==> config.mk <==
export PLATFORM = sky130hd
export DESIGN_NAME = id_ex_pipeline_reg_flat
export DESIGN_NICKNAME = d
export VERILOG_FILES = /design/src/rtl/id_ex_pipeline_reg_pkg.sv /design/src/rtl/id_ex_pipeline_reg_if.sv /design/src/rtl/id_ex_pipeline_reg_fwd_operand_mux.sv /design/src/rtl/id_ex_pipeline_reg.sv /design/src/flat_wrapper.sv
export SDC_FILE = /design/constraint.sdc
export NUM_CORES = 1
export LEC_CHECK = 0
export CAP_MARGIN = 0
export CORE_AREA = 2 2 118 120
export CTS_CLUSTER_DIAMETER = 40
export DETAILED_ROUTE_END_ITERATION = 10
export DIE_AREA = 0 0 120 122
export GPL_ROUTABILITY_DRIVEN = 0
export PLACE_DENSITY_LB_ADDON = 0.15
export SYNTH_ARGS = -nofsm -noshare
export SYNTH_HDL_FRONTEND = slang
export SYNTH_SLANG_ARGS = --single-unit
==> constraint.sdc <==
create_clock -name clk -period 5.25 [get_ports clk]
set_clock_uncertainty 0.15 [all_clocks]
set_input_delay 1.3125 -clock clk [delete_from_list [all_inputs] [get_ports clk]]
set_output_delay 1.3125 -clock clk [all_outputs]
set_load 0.01 [all_outputs]
==> src/rtl/id_ex_pipeline_reg_pkg.sv <==
// Shared definitions for the ID/EX pipeline register: default widths,
// forwarding select codes and small bubble-decision helpers.
package id_ex_pipeline_reg_pkg;

    localparam int DEF_DATA_W     = 32;
    localparam int DEF_REG_ADDR_W = 5;
    localparam int DEF_ALUOP_W    = 4;
    localparam int DEF_CNT_W      = 16;

    typedef enum logic [1:0] {
        FWD_REG   = 2'b00,
        FWD_EXMEM = 2'b01,
        FWD_MEMWB = 2'b10,
        FWD_IMM   = 2'b11
    } fwd_sel_e;

    // Any of these turns the EX slot into an empty bubble.
    function automatic logic needs_bubble(input logic flush, input logic stall, input logic valid);
        return flush | stall | ~valid;
    endfunction

    // Only a load-use stall that is not also being flushed counts as a hazard bubble.
    function automatic logic counts_bubble(input logic flush, input logic stall);
        return stall & ~flush;
    endfunction

endpackage

==> src/rtl/id_ex_pipeline_reg_if.sv <==
// ID-stage inputs and EX-stage outputs of the ID/EX pipeline register.
// The master side is the decode/hazard logic, the slave side is the register.
interface id_ex_pipeline_reg_if
    import id_ex_pipeline_reg_pkg::*;
#(
    parameter int DATA_W     = DEF_DATA_W,
    parameter int REG_ADDR_W = DEF_REG_ADDR_W,
    parameter int ALUOP_W    = DEF_ALUOP_W,
    parameter int CNT_W      = DEF_CNT_W
);
    logic                  Stall_ID;
    logic                  Flush_EX;
    logic                  Valid_ID;
    logic [DATA_W-1:0]     Rs_Val_ID;
    logic [DATA_W-1:0]     Rt_Val_ID;
    logic [DATA_W-1:0]     Imm_ID;
    logic [REG_ADDR_W-1:0] Rw_ID;
    logic                  RegWr_ID;
    logic                  MemRd_ID;
    logic                  MemWr_ID;
    logic [ALUOP_W-1:0]    ALU_OP_ID;
    logic [1:0]            OP_A_SEL;
    logic [1:0]            OP_B_SEL;
    logic [DATA_W-1:0]     ALU_Res_EX_MEM;
    logic [DATA_W-1:0]     WB_Data_MEM_WB;
    logic [DATA_W-1:0]     Op_A_EX;
    logic [DATA_W-1:0]     Op_B_EX;
    logic [DATA_W-1:0]     Store_Data_EX;
    logic [REG_ADDR_W-1:0] Rw_ID_EX;
    logic                  LD_ID_EX;
    logic                  RegWr_EX;
    logic                  MemWr_EX;
    logic [ALUOP_W-1:0]    ALU_OP_EX;
    logic                  Valid_EX;
    logic [CNT_W-1:0]      Bubble_Cnt;

    modport master (
        output Stall_ID, Flush_EX, Valid_ID, Rs_Val_ID, Rt_Val_ID, Imm_ID, Rw_ID,
               RegWr_ID, MemRd_ID, MemWr_ID, ALU_OP_ID, OP_A_SEL, OP_B_SEL,
               ALU_Res_EX_MEM, WB_Data_MEM_WB,
        input  Op_A_EX, Op_B_EX, Store_Data_EX, Rw_ID_EX, LD_ID_EX, RegWr_EX,
               MemWr_EX, ALU_OP_EX, Valid_EX, Bubble_Cnt
    );

    modport slave (
        input  Stall_ID, Flush_EX, Valid_ID, Rs_Val_ID, Rt_Val_ID, Imm_ID, Rw_ID,
               RegWr_ID, MemRd_ID, MemWr_ID, ALU_OP_ID, OP_A_SEL, OP_B_SEL,
               ALU_Res_EX_MEM, WB_Data_MEM_WB,
        output Op_A_EX, Op_B_EX, Store_Data_EX, Rw_ID_EX, LD_ID_EX, RegWr_EX,
               MemWr_EX, ALU_OP_EX, Valid_EX, Bubble_Cnt
    );
endinterface

==> src/rtl/id_ex_pipeline_reg_fwd_operand_mux.sv <==
// 4:1 EX operand select between the registered value, the two forward
// sources and the immediate. Without IMM_OK the immediate code falls back to the register.
module fwd_operand_mux
    import id_ex_pipeline_reg_pkg::*;
#(
    parameter int DATA_W = DEF_DATA_W,
    parameter bit IMM_OK = 1'b0
) (
    input  logic [1:0]        sel,
    input  logic [DATA_W-1:0] reg_val,
    input  logic [DATA_W-1:0] exmem_val,
    input  logic [DATA_W-1:0] memwb_val,
    input  logic [DATA_W-1:0] imm_val,
    output logic [DATA_W-1:0] operand
);

    // Operand selection from the registered select code.
    always_comb begin
        operand = reg_val;
        case (sel)
            FWD_REG:   operand = reg_val;
            FWD_EXMEM: operand = exmem_val;
            FWD_MEMWB: operand = memwb_val;
            FWD_IMM: begin
                if (IMM_OK) begin
                    operand = imm_val;
                end else begin
                    operand = reg_val;
                end
            end
            default:   operand = reg_val;
        endcase
    end

endmodule

==> src/rtl/id_ex_pipeline_reg.sv <==
// ID/EX pipeline register: captures decoded fields, inserts bubbles on
// stall/flush/empty slots, drives the EX operand muxes and counts hazard bubbles.
module id_ex_pipeline_reg
    import id_ex_pipeline_reg_pkg::*;
#(
    parameter int DATA_W     = DEF_DATA_W,
    parameter int REG_ADDR_W = DEF_REG_ADDR_W,
    parameter int ALUOP_W    = DEF_ALUOP_W,
    parameter int CNT_W      = DEF_CNT_W
) (
    input  logic                 clk,
    input  logic                 reset,
    id_ex_pipeline_reg_if.slave  bus
);

    logic                  bubble_s;
    logic                  cnt_inc_s;
    logic [DATA_W-1:0]     op_a_s;
    logic [DATA_W-1:0]     op_b_s;
    logic [DATA_W-1:0]     rs_val_r;
    logic [DATA_W-1:0]     rt_val_r;
    logic [DATA_W-1:0]     imm_r;
    logic [REG_ADDR_W-1:0] rw_r;
    logic                  regwr_r;
    logic                  memrd_r;
    logic                  memwr_r;
    logic [ALUOP_W-1:0]    aluop_r;
    logic                  valid_r;
    logic [1:0]            SelA_q;
    logic [1:0]            SelB_q;
    logic [CNT_W-1:0]      bubble_cnt_r;

    assign bubble_s  = needs_bubble(bus.Flush_EX, bus.Stall_ID, bus.Valid_ID);
    assign cnt_inc_s = counts_bubble(bus.Flush_EX, bus.Stall_ID);

    // Pipeline register bank: never holds; a bubble clears every field.
    always_ff @(posedge clk) begin
        if (reset || bubble_s) begin
            rs_val_r <= {DATA_W{1'b0}};
            rt_val_r <= {DATA_W{1'b0}};
            imm_r    <= {DATA_W{1'b0}};
            rw_r     <= {REG_ADDR_W{1'b0}};
            regwr_r  <= 1'b0;
            memrd_r  <= 1'b0;
            memwr_r  <= 1'b0;
            aluop_r  <= {ALUOP_W{1'b0}};
            valid_r  <= 1'b0;
            SelA_q   <= 2'b00;
            SelB_q   <= 2'b00;
        end else begin
            rs_val_r <= bus.Rs_Val_ID;
            rt_val_r <= bus.Rt_Val_ID;
            imm_r    <= bus.Imm_ID;
            rw_r     <= bus.Rw_ID;
            // Register 0 is hard-wired, so a write to it is dropped here.
            regwr_r  <= bus.RegWr_ID & (bus.Rw_ID != {REG_ADDR_W{1'b0}});
            memrd_r  <= bus.MemRd_ID;
            memwr_r  <= bus.MemWr_ID;
            aluop_r  <= bus.ALU_OP_ID;
            valid_r  <= 1'b1;
            SelA_q   <= bus.OP_A_SEL;
            SelB_q   <= bus.OP_B_SEL;
        end
    end

    // Saturating hazard-bubble counter.
    always_ff @(posedge clk) begin
        if (reset) begin
            bubble_cnt_r <= {CNT_W{1'b0}};
        end else if (cnt_inc_s && (bubble_cnt_r != {CNT_W{1'b1}})) begin
            bubble_cnt_r <= bubble_cnt_r + {{(CNT_W-1){1'b0}}, 1'b1};
        end else begin
            bubble_cnt_r <= bubble_cnt_r;
        end
    end

    fwd_operand_mux #(.DATA_W(DATA_W), .IMM_OK(1'b0)) u_mux_a (
        .sel       (SelA_q),
        .reg_val   (rs_val_r),
        .exmem_val (bus.ALU_Res_EX_MEM),
        .memwb_val (bus.WB_Data_MEM_WB),
        .imm_val   (imm_r),
        .operand   (op_a_s)
    );

    fwd_operand_mux #(.DATA_W(DATA_W), .IMM_OK(1'b1)) u_mux_b (
        .sel       (SelB_q),
        .reg_val   (rt_val_r),
        .exmem_val (bus.ALU_Res_EX_MEM),
        .memwb_val (bus.WB_Data_MEM_WB),
        .imm_val   (imm_r),
        .operand   (op_b_s)
    );

    assign bus.Op_A_EX       = op_a_s;
    assign bus.Op_B_EX       = op_b_s;
    assign bus.Store_Data_EX = rt_val_r;
    assign bus.Rw_ID_EX      = rw_r;
    assign bus.LD_ID_EX      = memrd_r;
    assign bus.RegWr_EX      = regwr_r;
    assign bus.MemWr_EX      = memwr_r;
    assign bus.ALU_OP_EX     = aluop_r;
    assign bus.Valid_EX      = valid_r;
    assign bus.Bubble_Cnt    = bubble_cnt_r;

endmodule

==> src/flat_wrapper.sv <==
// flat-port wrapper written by rule: the top's interface ports become plain ports
module id_ex_pipeline_reg_flat import id_ex_pipeline_reg_pkg::*;
#(
    parameter int DATA_W     = DEF_DATA_W,
    parameter int REG_ADDR_W = DEF_REG_ADDR_W,
    parameter int ALUOP_W    = DEF_ALUOP_W,
    parameter int CNT_W      = DEF_CNT_W
)
  (clk, reset, bus_Stall_ID, bus_Flush_EX, bus_Valid_ID, bus_Rs_Val_ID, bus_Rt_Val_ID, bus_Imm_ID, bus_Rw_ID, bus_RegWr_ID, bus_MemRd_ID, bus_MemWr_ID, bus_ALU_OP_ID, bus_OP_A_SEL, bus_OP_B_SEL, bus_ALU_Res_EX_MEM, bus_WB_Data_MEM_WB, bus_Op_A_EX, bus_Op_B_EX, bus_Store_Data_EX, bus_Rw_ID_EX, bus_LD_ID_EX, bus_RegWr_EX, bus_MemWr_EX, bus_ALU_OP_EX, bus_Valid_EX, bus_Bubble_Cnt);
  id_ex_pipeline_reg_if #(.DATA_W(DATA_W), .REG_ADDR_W(REG_ADDR_W), .ALUOP_W(ALUOP_W), .CNT_W(CNT_W)) bus_i ();
  input  logic clk;
  input  logic reset;
  input wire logic [$bits(bus_i.Stall_ID)-1:0] bus_Stall_ID;
  input wire logic [$bits(bus_i.Flush_EX)-1:0] bus_Flush_EX;
  input wire logic [$bits(bus_i.Valid_ID)-1:0] bus_Valid_ID;
  input wire logic [$bits(bus_i.Rs_Val_ID)-1:0] bus_Rs_Val_ID;
  input wire logic [$bits(bus_i.Rt_Val_ID)-1:0] bus_Rt_Val_ID;
  input wire logic [$bits(bus_i.Imm_ID)-1:0] bus_Imm_ID;
  input wire logic [$bits(bus_i.Rw_ID)-1:0] bus_Rw_ID;
  input wire logic [$bits(bus_i.RegWr_ID)-1:0] bus_RegWr_ID;
  input wire logic [$bits(bus_i.MemRd_ID)-1:0] bus_MemRd_ID;
  input wire logic [$bits(bus_i.MemWr_ID)-1:0] bus_MemWr_ID;
  input wire logic [$bits(bus_i.ALU_OP_ID)-1:0] bus_ALU_OP_ID;
  input wire logic [$bits(bus_i.OP_A_SEL)-1:0] bus_OP_A_SEL;
  input wire logic [$bits(bus_i.OP_B_SEL)-1:0] bus_OP_B_SEL;
  input wire logic [$bits(bus_i.ALU_Res_EX_MEM)-1:0] bus_ALU_Res_EX_MEM;
  input wire logic [$bits(bus_i.WB_Data_MEM_WB)-1:0] bus_WB_Data_MEM_WB;
  output wire logic [$bits(bus_i.Op_A_EX)-1:0] bus_Op_A_EX;
  output wire logic [$bits(bus_i.Op_B_EX)-1:0] bus_Op_B_EX;
  output wire logic [$bits(bus_i.Store_Data_EX)-1:0] bus_Store_Data_EX;
  output wire logic [$bits(bus_i.Rw_ID_EX)-1:0] bus_Rw_ID_EX;
  output wire logic [$bits(bus_i.LD_ID_EX)-1:0] bus_LD_ID_EX;
  output wire logic [$bits(bus_i.RegWr_EX)-1:0] bus_RegWr_EX;
  output wire logic [$bits(bus_i.MemWr_EX)-1:0] bus_MemWr_EX;
  output wire logic [$bits(bus_i.ALU_OP_EX)-1:0] bus_ALU_OP_EX;
  output wire logic [$bits(bus_i.Valid_EX)-1:0] bus_Valid_EX;
  output wire logic [$bits(bus_i.Bubble_Cnt)-1:0] bus_Bubble_Cnt;
  assign bus_i.Stall_ID = bus_Stall_ID;
  assign bus_i.Flush_EX = bus_Flush_EX;
  assign bus_i.Valid_ID = bus_Valid_ID;
  assign bus_i.Rs_Val_ID = bus_Rs_Val_ID;
  assign bus_i.Rt_Val_ID = bus_Rt_Val_ID;
  assign bus_i.Imm_ID = bus_Imm_ID;
  assign bus_i.Rw_ID = bus_Rw_ID;
  assign bus_i.RegWr_ID = bus_RegWr_ID;
  assign bus_i.MemRd_ID = bus_MemRd_ID;
  assign bus_i.MemWr_ID = bus_MemWr_ID;
  assign bus_i.ALU_OP_ID = bus_ALU_OP_ID;
  assign bus_i.OP_A_SEL = bus_OP_A_SEL;
  assign bus_i.OP_B_SEL = bus_OP_B_SEL;
  assign bus_i.ALU_Res_EX_MEM = bus_ALU_Res_EX_MEM;
  assign bus_i.WB_Data_MEM_WB = bus_WB_Data_MEM_WB;
  assign bus_Op_A_EX = bus_i.Op_A_EX;
  assign bus_Op_B_EX = bus_i.Op_B_EX;
  assign bus_Store_Data_EX = bus_i.Store_Data_EX;
  assign bus_Rw_ID_EX = bus_i.Rw_ID_EX;
  assign bus_LD_ID_EX = bus_i.LD_ID_EX;
  assign bus_RegWr_EX = bus_i.RegWr_EX;
  assign bus_MemWr_EX = bus_i.MemWr_EX;
  assign bus_ALU_OP_EX = bus_i.ALU_OP_EX;
  assign bus_Valid_EX = bus_i.Valid_EX;
  assign bus_Bubble_Cnt = bus_i.Bubble_Cnt;
  id_ex_pipeline_reg #(.DATA_W(DATA_W), .REG_ADDR_W(REG_ADDR_W), .ALUOP_W(ALUOP_W), .CNT_W(CNT_W)) u_core (.clk(clk), .reset(reset), .bus(bus_i));
endmodule
==> qor.csv, run 1 <==
metric;value;unit
Worst IR Drop VDD;0.000182;V
status;finished clean;
asr flop ratio synth;0;%
Synthesized Nets;673;
net count reported at finish;969;
initial antenna violation count;0;
Remaining Overflow, GRT;0;
sequential area share after synthesis;49.2;%
Final min period;4.25;ns
die area;14600;µm²
Die Span Y;122;µm
crit path launch type;input pin;
input/output buffers;305;
DRT Wirelength;18000;µm
EDFF count, synth;0;
crit path max fanout;2;
Comb pwr share;10.8;%
Avg Inst Size Synth;10.7;µm²
drt drc;0;
CTS Buf Count;17;
pin count of the biggest net entering global routing;75;
setup TNS;0;ns
switching share of power;20.8;%
switching power;0.000506;W
htree depth;4;
yosys warns;0;
wire per inst;18.4;µm
starting DRC count in detailed routing;201;
first-pass GRT wire length;26900;µm
starting density of the core;38.8;%
Setup crit end kind;output port;
predominant post-synthesis flop cell;dfxtp_1;
endpoints failing setup;0;
routed vias/inst;4.94;
Slew HR;31.5;%
Fin Hold WS;0.350;ns
Hold Crit Class;flop to flop;
HPWL after DPL;13100;µm
RSZ-0062 raised after global routing;no;
Synth Register Bits;129;
FF/Latch Area;2580;µm²
Resized Gates After CTS;0;
Slew @ Worst Pin;1.03;ns
Final Hold Vio Count;0;
Hold Crit Depth;2;
path depth of the worst reg2reg path;5;
postcts setup bufs;0;
area growth from synthesis to layout;72.3;%
via count;4834;
Clock Path Buffers;2;
Mapped Area;5250;µm²
part of the power in registers;41.3;%
drt pass-1 iters;5;
cell count after synthesis;489;
Cell Rows;43;
Distinct cells, synth;38;
fillers;1043;
critical path class;input pin to output port;
n_diodes;0;
worst endpoint required time;3.79;ns
Lkg Pwr;3.30;nW
CTS tree;yes;
hold-fix buffers at CTS;0;
FMAX;235;MHz
max-slew violations;0;
Int Pwr;0.00192;W
Core Region;13500;µm²
layout cells sized above 1;10.3;%
Max-Cap Viols;0;
clock power share;47.9;%
Root Buffer;clkbuf_16;
clock net sink count;129;
vias in the first global route;4921;
Power Density;269;nW/µm²
insertion delay to the later sink of the worst-skew pair;0.41;ns
All-Layer GR Usage;24.4;%
Die X;120;µm
Post-DRT Antenna Nets;0;
multi-input logic area;2510;µm²
Clock Pin Slew Worst Setup and Hold Paths;0.06;ns
crit share post-route;81.0;%
IO Count;306;
Critical Path AT;2.79;ns
-- power by group through the flow --
stage,combinational (W),clock [W],sequential (W)
finish,0.000262,0.00116,0.00101
global route,0.000279,0.00123,0.00101
CTS,0.000264,0.00118,0.00100
detailed placement,0.000262,0,0.00103
global placement,0.000259,0,0.00103
floorplan,0.0000626,0,0.00102
-- worst max-delay path: stages --
cell and delay (ns):
clkdlybuf4s50_1 0.46, mux4_2 0.51, clkdlybuf4s50_1 0.50
-- cell usage in the layout (no fill, tap or decap), types with 2 or more instances in the layout --
cell type / n
clkdlybuf4s50_1: 305
dfxtp_1: 127
and2_1: 112
nand2_1: 37
o21ai_0: 37
a22oi_1: 32
mux4_2: 32
clkbuf_16: 17
a21oi_1: 10
nor2_1: 7
buf_4: 7
or3_1: 6
clkinv_2: 5
inv_1: 4
nand4_1: 4
or4_1: 4
nor2b_1: 4
mux2_2: 4
nand3_1: 4
nor3_1: 4
clkbuf_8: 4
o31ai_1: 3
clkinvlp_4: 3
nand2b_1: 2
o41ai_1: 2
ha_1: 2
bufinv_16: 2
dfxtp_2: 2
-- layer usage --
| metal | GRT usage (%) | up-vias | wire (µm) |
|---|---|---|---|
| li1 | - | 2323 | - |
| met1 | 27.0 | 2270 | 6790 |
| met2 | 43.3 | 223 | 9360 |
| met3 | 8.66 | 18 | 1610 |
| met4 | 8.68 | 0 | 234 |
| met5 | 0 | - | 0 |
-- cells by family (layout without fill, tap and decap cells) --
family | count (synthesis) | count (layout) | synth area share [%]
fa+ha+maj | 3 | 3 | 0.716
simple gates | 193 | 193 | 21.7
compound gates | 88 | 88 | 10.5
mux | 37 | 37 | 14.8
buf+inv | 39 | 348 | 3.05
flops | 129 | 129 | 49.2
-- state kept, by name, summed over array words and instances (netlist names), 2 cells and up --
signal	flops
u_core.bus.Store_Data_EX	32
u_core.imm_r	32
u_core.rs_val_r	32
u_core.bus.Bubble_Cnt	16
u_core.bus.Rw_ID_EX	5
u_core.bus.ALU_OP_EX	4
u_core.SelA_q	2
u_core.SelB_q	2
-- cells in the mapped netlist, types with 2 or more instances --
library cell | number | area [µm²]
nand3_1 | 4 | 20.0
dfxtp_1 | 129 | 2580
nor2_1 | 7 | 26.3
nor3_1 | 4 | 20.0
inv_1 | 4 | 15.0
or3_1 | 6 | 37.5
or4_1 | 4 | 30.0
buf_2 | 5 | 25.0
o21ai_0 | 37 | 185
and2_1 | 112 | 701
ha_1 | 3 | 37.5
mux4_2 | 32 | 721
a21oi_1 | 10 | 50.1
a22oi_1 | 32 | 240
nand4_1 | 4 | 25.0
clkbuf_1 | 28 | 105
nand2b_1 | 2 | 12.5
nand2_1 | 37 | 139
mux2_2 | 4 | 45.0
nor2b_1 | 4 | 25.0
o31ai_1 | 3 | 22.5
o41ai_1 | 2 | 17.5
-- stage by stage --
stage,instances,util [%],setup slack (ns),instance area [µm²],total power [W]
finish,978,66.9,0.996,9040,0.00243
global route,978,66.9,0.972,9040,0.00252
floorplan,489,-,2.00,5250,0.00109
global placement,946,62.5,1.00,8450,0.00128
detailed placement,946,62.5,0.989,8450,0.00129
CTS,978,66.9,0.989,9040,0.00245
-- cell type report --
class                   instances  area share [%]
repair buffers                312            34.4
multi-input cells             321            27.8
flip-flops and latches        129            28.6
clock buffers                  22            5.36
clock inverters                10            1.19
well taps                     180            2.49
inverters                       4           0.166
-- worst paths after layout --
| path | startpoint | end | slack [ns] |
|---|---|---|---|
| setup / recovery | bus_WB_Data_MEM_WB[26] | bus_Op_B_EX[26] | 1.0 |
| hold / removal | u_core.bus.Bubble_Cnt[11] | u_core.bus.Bubble_Cnt[11] | 0.35 |
| setup reg to reg | u_core.bus.Bubble_Cnt[0] | u_core.bus.Bubble_Cnt[10] | 3.05 |
| hold reg to reg | u_core.bus.Bubble_Cnt[11] | u_core.bus.Bubble_Cnt[11] | 0.35 |
Power figures use the tool's default switching activity.
==> inputs of run 2 (changes only) <==
Settings changed: CORE_AREA 2 2 118 120 to default, CORE_ASPECT_RATIO from default to 1.2, CORE_UTILIZATION from default to 34, DIE_AREA 0 0 120 122 to default.
Clock period 5.25 ns to 3.8 ns, I/O delays scaled along.
==> run 2 against run 1 <==
Core utilization decreased by 6.1 points. Hold slack improved by 0.0042 ns. Flip-flop and latch count unchanged. Total power increased by 39%. Design area increased by 1.1%. Clock power increased by 41%. Sequential share of layout area decreased by 0.30 points. Critical path type unchanged.
==> qor.csv, run 2 (same netlist as run 1, synthesis figures left out) <==
metric;value;unit
status;finished clean;
input/output buffers;305;
most common cell after layout, fill and taps aside;clkdlybuf4s50_1;
max-slew violations;0;
crit-path cells;clkdlybuf4s50_1 -> a22oi_1 -> o21ai_0 -> clkdlybuf4s50_1;
endpoints failing setup;0;
critical path's largest stage delay;0.61;ns
first-pass GRT wire length;27400;µm
via count;4868;
IO Count;306;
Setup crit end kind;output port;
clock power share;48.3;%
area growth from synthesis to layout;74.1;%
Clock Path Buffers;2;
insertion delay to the later sink of the worst-skew pair;0.41;ns
Max-Cap Viols;0;
Remaining Overflow, GRT;0;
Lkg Pwr;3.34;nW
most frequent CP cell;clkdlybuf4s50_1;
starting DRC count in detailed routing;314;
most frequent cells in the layout;305 x clkdlybuf4s50_1, 127 x dfxtp_1, 112 x and2_1, 37 x nand2_1, 37 x o21ai_0;
Core Region;15000;µm²
switching share of power;20.7;%
Int Pwr;0.00269;W
Power Density;371;nW/µm²
layout cells sized above 1;10.7;%
routed vias/inst;4.84;
CTS tree;yes;
Clock Pin Slew Worst Setup and Hold Paths;0.06;ns
drt pass-1 iters;4;
n_diodes;0;
Comb pwr share;10.9;%
Slew @ Worst Pin;0.535;ns
hold-fix buffers at CTS;0;
Resized Gates After CTS;0;
CP delay by family, top;buffers and inverters;
crit share post-route;92.4;%
RSZ-0062 raised after global routing;no;
pin count of the biggest net entering global routing;66;
Die Span Y;138;µm
Cell Rows;49;
Final Hold Vio Count;0;
FMAX;285;MHz
Total Power;0.00339;W
setup TNS;0;ns
Worst IR Drop VDD;0.000333;V
Post-DRT Antenna Nets;0;
Die X;115;µm
Final min period;3.51;ns
All-Layer GR Usage;23.1;%
postcts setup bufs;0;
part of the power in registers;40.9;%
Slew HR;64.4;%
clock net sink count;129;
worst endpoint required time;2.70;ns
htree depth;4;
Critical Path AT;2.41;ns
net count reported at finish;974;
wire per inst;18.1;µm
die area;15900;µm²
Root Buffer;clkbuf_16;
crit path launch type;input pin;
crit path max fanout;2;
DRT Wirelength;18200;µm
drt drc;0;
HPWL after DPL;13500;µm
CTS Buf Count;17;
starting density of the core;34.9;%
critical path's slowest cell;clkdlybuf4s50_1;
switching power;0.000701;W
initial antenna violation count;0;
critical path class;input pin to output port;
vias in the first global route;4912;
Hold Crit Class;flop to flop;
CP Buf/Inv Count;2;
-- run 2: changes by cell type in the layout (fill, tap and decap cells not counted), sizes merged --
cell,delta
buf,+5
clkbuf,-2
bufinv,+1
-- run 2: routing by layer --
layer / part of all wire, % / track usage [%] / vias to the layer above
met5: 0 / 0 / -
met4: 3.1 / 11.1 / 0
met3: 9.0 / 7.98 / 37
met2: 51 / 40.3 / 222
met1: 37 / 24.3 / 2279
li1: - / - / 2330
-- run 2: final timing paths --
path	start	slack, ns	cells past startpoint	endpoint
worst max-delay path	bus_WB_Data_MEM_WB[27]	0.29	4	bus_Op_A_EX[27]
worst min-delay path	u_core.bus.Bubble_Cnt[11]	0.35	2	u_core.bus.Bubble_Cnt[11]
worst max register to register	u_core.bus.Bubble_Cnt[0]	1.67	5	u_core.bus.Bubble_Cnt[10]
worst min register to register	u_core.bus.Bubble_Cnt[11]	0.35	2	u_core.bus.Bubble_Cnt[11]
-- run 2: stage by stage --
stage	std cells	setup WS [ns]	hold WS (ns)	utilization, %	area (µm²)
2_1_floorplan	489	1.28	0.352	-	5250
3_3_place_gp	975	0.308	0.328	56.8	8540
3_5_place_dp	975	0.312	0.342	56.8	8540
4_1_cts	1006	0.290	0.353	60.8	9130
5_1_grt	1006	0.122	0.384	60.8	9130
6_report	1006	0.290	0.354	60.8	9130
-- run 2: area by class of cell --
cell class	instances	area, µm²
repair buffers	317	3170
clock buffers	20	457
inverters	4	15.0
flip-flops and latches	129	2580
clock inverters	11	138
well taps	204	255
fillers	1273	5890
multi-input cells	321	2510
-- run 2: power by group through the flow --
stage	Clock, W	Sequential [W]	Combinational [W]
global route	0.00175	0.00139	0.000391
detailed placement	0	0.00141	0.000368
global placement	0	0.00141	0.000363
finish	0.00164	0.00139	0.000368
CTS	0.00168	0.00139	0.000370
floorplan	0	0.00142	0.0000865
-- run 2: worst register-to-register path, delay by kind of cell, from the launching register on --
kind	cells	cell delay (ns)
and+or+nand+nor	2	0.65
AOI/OAI and AO/OA	2	0.55
DFF	1	0.41
adders and majority gates	1	0.25
